**src/rtl/serial_tx_arbiter.sv**
```systemverilog
// Round-robin arbiter sharing one byte-serial transmitter (load/send/tx_end) among NREQ producers.
// Optional WAIT_END watchdog is enabled by defining SERIAL_TX_ARB_WATCHDOG_EN.
module serial_tx_arbiter #(
    parameter int NREQ      = 4,
    parameter int WD_CYCLES = 2047
) (
    input  logic                clock,
    input  logic                reset,
    input  logic [NREQ-1:0]     req,
    input  logic [8*NREQ-1:0]   req_data,
    input  logic                dsr,
    input  logic                tx_end,
    output logic [NREQ-1:0]     grant,
    output logic [NREQ-1:0]     done,
    output logic                err,
    output logic                tx_load,
    output logic                tx_send,
    output logic [7:0]          tx_data,
    output logic                busy,
    output logic                timeout,
    output logic [15:0]         tx_count
);

    localparam int          PW = $clog2(NREQ);
    localparam int unsigned NU = NREQ;

    if (NREQ < 2 || NREQ > 8) begin : g_bad_nreq
        $error("serial_tx_arbiter: NREQ must be 2..8");
    end
    if (WD_CYCLES < 1 || WD_CYCLES > 65535) begin : g_bad_wd
        $error("serial_tx_arbiter: WD_CYCLES must be 1..65535");
    end

    typedef enum logic [1:0] {IDLE, LOAD, SEND, WAIT_END} state_t;

    state_t          state, state_nxt;
    logic [PW-1:0]   ptr, ptr_nxt;
    logic [PW-1:0]   owner, owner_nxt;
    logic [PW-1:0]   sel, cand;
    logic            sel_valid;
    logic            wd_hit;
    logic [NREQ-1:0] owner_oh;

    logic [NREQ-1:0] grant_nxt, done_nxt;
    logic            err_nxt, tx_load_nxt, tx_send_nxt, busy_nxt, timeout_nxt;
    logic [7:0]      tx_data_nxt;
    logic [15:0]     tx_count_nxt;

    assign owner_oh = NREQ'(1) << owner;

    // Scan downward so the last hit is the nearest requester above the pointer.
    always_comb begin
        sel       = ptr;
        sel_valid = 1'b0;
        cand      = '0;
        for (int unsigned i = NU; i >= 1; i--) begin
            cand = PW'((32'(ptr) + i) % NU);
            if (req[cand]) begin
                sel       = cand;
                sel_valid = 1'b1;
            end
        end
    end

`ifdef SERIAL_TX_ARB_WATCHDOG_EN
    localparam logic [15:0] WD_LAST = 16'(WD_CYCLES - 1);
    logic [15:0] wd_cnt;

    always_ff @(posedge clock or posedge reset) begin
        if (reset)
            wd_cnt <= '0;
        else if (state != WAIT_END)
            wd_cnt <= '0;
        else if (!tx_end)
            wd_cnt <= wd_cnt + 16'd1;
    end

    // tx_end takes precedence over expiry in the same cycle.
    always_comb wd_hit = (state == WAIT_END) && !tx_end && (wd_cnt == WD_LAST);
`else
    always_comb wd_hit = 1'b0;
`endif

    always_ff @(posedge clock or posedge reset) begin
        if (reset) begin
            state    <= IDLE;
            ptr      <= PW'(NREQ - 1);
            owner    <= '0;
            grant    <= '0;
            done     <= '0;
            err      <= 1'b0;
            tx_load  <= 1'b0;
            tx_send  <= 1'b0;
            tx_data  <= '0;
            busy     <= 1'b0;
            timeout  <= 1'b0;
            tx_count <= '0;
        end else begin
            state    <= state_nxt;
            ptr      <= ptr_nxt;
            owner    <= owner_nxt;
            grant    <= grant_nxt;
            done     <= done_nxt;
            err      <= err_nxt;
            tx_load  <= tx_load_nxt;
            tx_send  <= tx_send_nxt;
            tx_data  <= tx_data_nxt;
            busy     <= busy_nxt;
            timeout  <= timeout_nxt;
            tx_count <= tx_count_nxt;
        end
    end

    always_comb begin
        state_nxt = state;
        case (state)
            IDLE:     if (sel_valid) state_nxt = LOAD;
            LOAD:     state_nxt = dsr ? SEND : IDLE;
            SEND:     state_nxt = WAIT_END;
            WAIT_END: if (tx_end || wd_hit) state_nxt = IDLE;
            default:  state_nxt = IDLE;
        endcase
    end

    always_comb begin
        ptr_nxt      = ptr;
        owner_nxt    = owner;
        grant_nxt    = grant;
        done_nxt     = '0;
        err_nxt      = 1'b0;
        tx_load_nxt  = 1'b0;
        tx_send_nxt  = 1'b0;
        tx_data_nxt  = tx_data;
        timeout_nxt  = 1'b0;
        tx_count_nxt = tx_count;
        busy_nxt     = (state_nxt != IDLE);
        case (state)
            IDLE: begin
                if (sel_valid) begin
                    owner_nxt   = sel;
                    grant_nxt   = NREQ'(1) << sel;
                    tx_data_nxt = req_data[{sel, 3'b000} +: 8];
                    tx_load_nxt = 1'b1;
                end
            end
            LOAD: begin
                if (dsr) begin
                    tx_send_nxt = 1'b1;
                end else begin
                    done_nxt  = owner_oh;
                    err_nxt   = 1'b1;
                    grant_nxt = '0;
                    ptr_nxt   = owner;
                end
            end
            SEND: ;
            WAIT_END: begin
                if (tx_end) begin
                    done_nxt     = owner_oh;
                    grant_nxt    = '0;
                    ptr_nxt      = owner;
                    tx_count_nxt = tx_count + 16'd1;
                end else if (wd_hit) begin
                    done_nxt    = owner_oh;
                    err_nxt     = 1'b1;
                    timeout_nxt = 1'b1;
                    grant_nxt   = '0;
                    ptr_nxt     = owner;
                end
            end
            default: ;
        endcase
    end

endmodule
```
**config.mk**
```make
export PLATFORM = sky130hd
export DESIGN_NAME = serial_tx_arbiter
export DESIGN_NICKNAME = d
export VERILOG_FILES = /design/src/rtl/serial_tx_arbiter.sv
export SDC_FILE = /design/constraint.sdc
export NUM_CORES = 1
export LEC_CHECK = 0
export ABC_AREA = 1
export BUFFER_PORTS_ARGS = -buffer_cell sky130_fd_sc_hd__buf_2
export CORE_MARGIN = 2
export CORE_UTILIZATION = 51
export CTS_CLUSTER_SIZE = 16
export DETAILED_ROUTE_END_ITERATION = 7
export PLACE_DENSITY_LB_ADDON = 0.05
export REMOVE_ABC_BUFFERS = 1
export SETUP_SLACK_MARGIN = 0.15
export SYNTH_ARGS = -nofsm -noshare
export SYNTH_HDL_FRONTEND = slang
export SYNTH_SLANG_ARGS = --single-unit
export TNS_END_PERCENT = 5
```
**constraint.sdc**
```tcl
create_clock -name clock -period 2.45 [get_ports clock]
set_input_delay 0.245 -clock clock [delete_from_list [all_inputs] [get_ports clock]]
set_output_delay 0.245 -clock clock [all_outputs]
set_load 0.01 [all_outputs]
```
==> out/results.tsv <==
stage	metric	value	unit
run_status	status	completed	
logic_synthesis	Synth top cells by count	nand2_1 (101), dfrtp_1 (40), nand3_1 (39), inv_1 (22), nor2_1 (15)	
setup_path	Setup Crit Path Kind	flip-flop to flip-flop	
logic_synthesis	main flop type after synthesis	dfrtp_1	
setup_path	Worst Path Arrival	2.24	ns
logic_synthesis	EDFF count, synth	0	
die	core area	4410	sq um
route	routed wire length	5180	microns
logic_synthesis	Synth Instances	293	
pwr	Pleak	0.00163	uW
setup_path	CP Capture Type	flip-flop	
logic_synthesis	Ys Warns	0	
logic_synthesis	Yosys top cell by area	dfrtp_1	
logic_synthesis	asr flop ratio synth	100	%
cts	clk root buf	clkbuf_8	
global_route	vias in the first global route	2050	
setup_path	register-to-register setup slack	0.39	ns
place	dpl hpwl	3810	microns
setup_path	crit start category	flip-flop	
timing	Final Max Slew Viols	0	
route	post-route ant nets	0	
place	area post-placement	2730	sq um
timing	Rel. slew slack	56.4	%
job	max-cap viol count	0	
global_route	initial antenna violation count	0	
global_route	Total Routing Usage GR	22.2	%
timing	Setup-failing EPs final	0	
setup_path	critical path startpoint	ptr[0]$_DFFE_PP1P_	
finish	diode count	0	
cts	Num CTS Buffers	5	
logic_synthesis	share of the synthesized area in the top cell type	42.3	%
pwr	pwr dens	1250	nW/um^2
cts	Sink Count	42	
timing	Worst Tran Pin Value	0.651	ns
place	I/O Buffers	75	
route	DR WL/cell	12.3	microns
global_route	largest net degree at the start of global routing	25	
timing	fmax	0.485	GHz
global_route	first-pass GRT wire length	9100	microns
setup_path	Reg-to-Reg Start	ptr[0]$_DFFE_PP1P_	
cts	clock buffer depth	2	
place	gpl congestion	0.773	
finish	area grow syn2layout	20.7	%
logic_synthesis	post-synthesis sequential area ratio	44.6	%
setup_path	Reg-to-Reg End	tx_data[4]$_DFFE_PP0P_	
finish	design area	2860	sq um
route	DRT Pass-1 Iters	4	
die	Ports	77	
timing	Fin. Hold Viols	0	
route	via-per-instance ratio	5.08	
timing	Setup Skew	0.00601	ns
die	die width	72.1	microns
die	Die ar.	5200	sq um
cts	worst-skew pair later-pin latency	0.29	ns
pwr	Peak VDD IR	552	uV
route	DRC	0	
setup_path	Worst Reg-to-Reg Cells	13	
setup_path	CP Data Required Time	2.63	ns
setup_path	Max FO, Critical Path	17	
route	vias	2145	
route	1st-iter DRT viols	97	
setup_path	crit path capture	tx_data[4]$_DFFE_PP0P_	
cts	CTS tree	built	
die	initial core utilization	53.6	%
logic_synthesis	most numerous cell in the Yosys netlist	nand2_1	
worst_hold_path	Hold Crit Class	input pin to flip-flop	
logic_synthesis	synthesized flop and latch total	42	
global_route	grt total ovfl	0	
finish	proportion of layout cells with a drive suffix above 1	31.6	%
timing	TNS Setup	0	ns
timing	RSZ-0062 raised after global routing	false	
die	row cnt	24	
logic_synthesis	Syn Std Cell Area	2360	sq um
finish	Final #Nets	410	
logic_synthesis	synth unique cells	33	
logic_synthesis	largest cells by area after synthesis	dfrtp_1 (42%), nand2_1 (16%), nand3_1 (8.3%)	
cts	depth of the CTS H-tree	2	
die	Chip Height	72.1	microns
timing	fin crit share	84.1	%
timing	min Tclk post-route	2.06	ns
cts	clock-pin slew on the worst setup and hold paths	0.08	ns
logic_synthesis	Syn Area/Cell	8.07	sq um
[worst min path at each step]
stage / slack [ns] / cells past startpoint / end / startpoint
3_5_place_dp: 0.28 / 2 / tx_load$_DFF_PP0_ / reset
2_1_floorplan: 0.32 / 1 / err$_DFF_PP0_ / dsr
3_3_place_gp: 0.28 / 2 / tx_load$_DFF_PP0_ / reset
4_1_cts: 0.12 / 2 / err$_DFF_PP0_ / dsr
5_1_grt: 0.12 / 2 / err$_DFF_PP0_ / dsr
6_report: 0.13 / 2 / err$_DFF_PP0_ / dsr
[through the flow]
step	power (uW)	setup slack, ns	util, %	std cells	hold WS, ns
global placement	2980	0.400	61.9	413	0.282
CTS	3570	0.347	64.5	422	0.119
global route	3920	0.200	64.7	422	0.117
finish	3560	0.390	64.7	422	0.125
floorplan	2480	0.652	-	284	0.322
detailed placement	3020	0.365	61.9	413	0.278
[metal layers]
layer	routed length, microns	vias up	GRT usage (%)
met4	72	0	6.92
met2	2500	59	36.1
met3	251	9	4.17
li1	-	1077	-
met1	2360	1000	30.1
met5	0	-	0
[state kept, by name, indices dropped and copies added, names as in the netlist]
name	cells
busy	1
done	4
err	1
grant	4
owner	2
ptr	2
state	2
tx_count	16
tx_data	8
tx_load	1
tx_send	1
[cell type report]
| cell class | count | area (sq um) |
|---|---|---|
| clock buffers | 7 | 76.3 |
| repair buffers | 78 | 400 |
| multi-input cells | 216 | 1120 |
| inverters | 26 | 105 |
| clock inverters | 1 | 30.0 |
| fillers | 413 | 1560 |
| well taps | 52 | 65.1 |
| flip-flops and latches | 42 | 1050 |
[cell families after synthesis]
group | count (synthesis) | share of synthesized area [%]
and+or+nand+nor | 187 | 38.3
DFF | 42 | 44.6
buffers and inverters | 35 | 8.20
xor gates and xnor gates | 14 | 5.19
AOI/OAI and AO/OA | 13 | 3.12
adders and majority gates | 1 | 0.529
other | 1 | 0.159
[timing repair]
item / in CTS / in global routing
endpoints found under the hold margin: 17 / 0
resized for setup: 0 / 1
endpoints found under the setup margin: 0 / 5
setup buffers: 0 / 0
hold buffers: 1 / 0
[layout by cell type, fill, tap and decap left out, types with 8 or more instances in the layout]
| cell | netlist | routed |
|---|---|---|
| nand2_2 | 8 | 8 |
| inv_1 | 22 | 21 |
| buf_2 | 1 | 75 |
| nand3_2 | 10 | 9 |
| o21ai_0 | 8 | 8 |
| nand3_1 | 39 | 39 |
| nor2_1 | 15 | 15 |
| dfrtp_1 | 40 | 40 |
| nand2_1 | 101 | 101 |
| xor2_1 | 8 | 8 |
[critical path: stages, from the launching register on]
cell     delay, ns
dfstp_2       0.71
inv_6         0.09
nand2_1       0.08
nand2_2       0.07
nand2_2       0.08
nand2_1       0.08
nand2_4       0.11
nand3_4       0.24
nand3_1       0.17
nand2_1       0.07
nand2_1       0.06
nand2_1       0.07
nand2_1       0.05
nand2_1       0.05
[power by group]
| group | total [uW] | internal, uW | switching, uW |
|---|---|---|---|
| logic | 1930 | 659 | 1270 |
| registers | 1100 | 917 | 183 |
| clock network | 533 | 305 | 228 |
(Power assumes the default switching activity.)
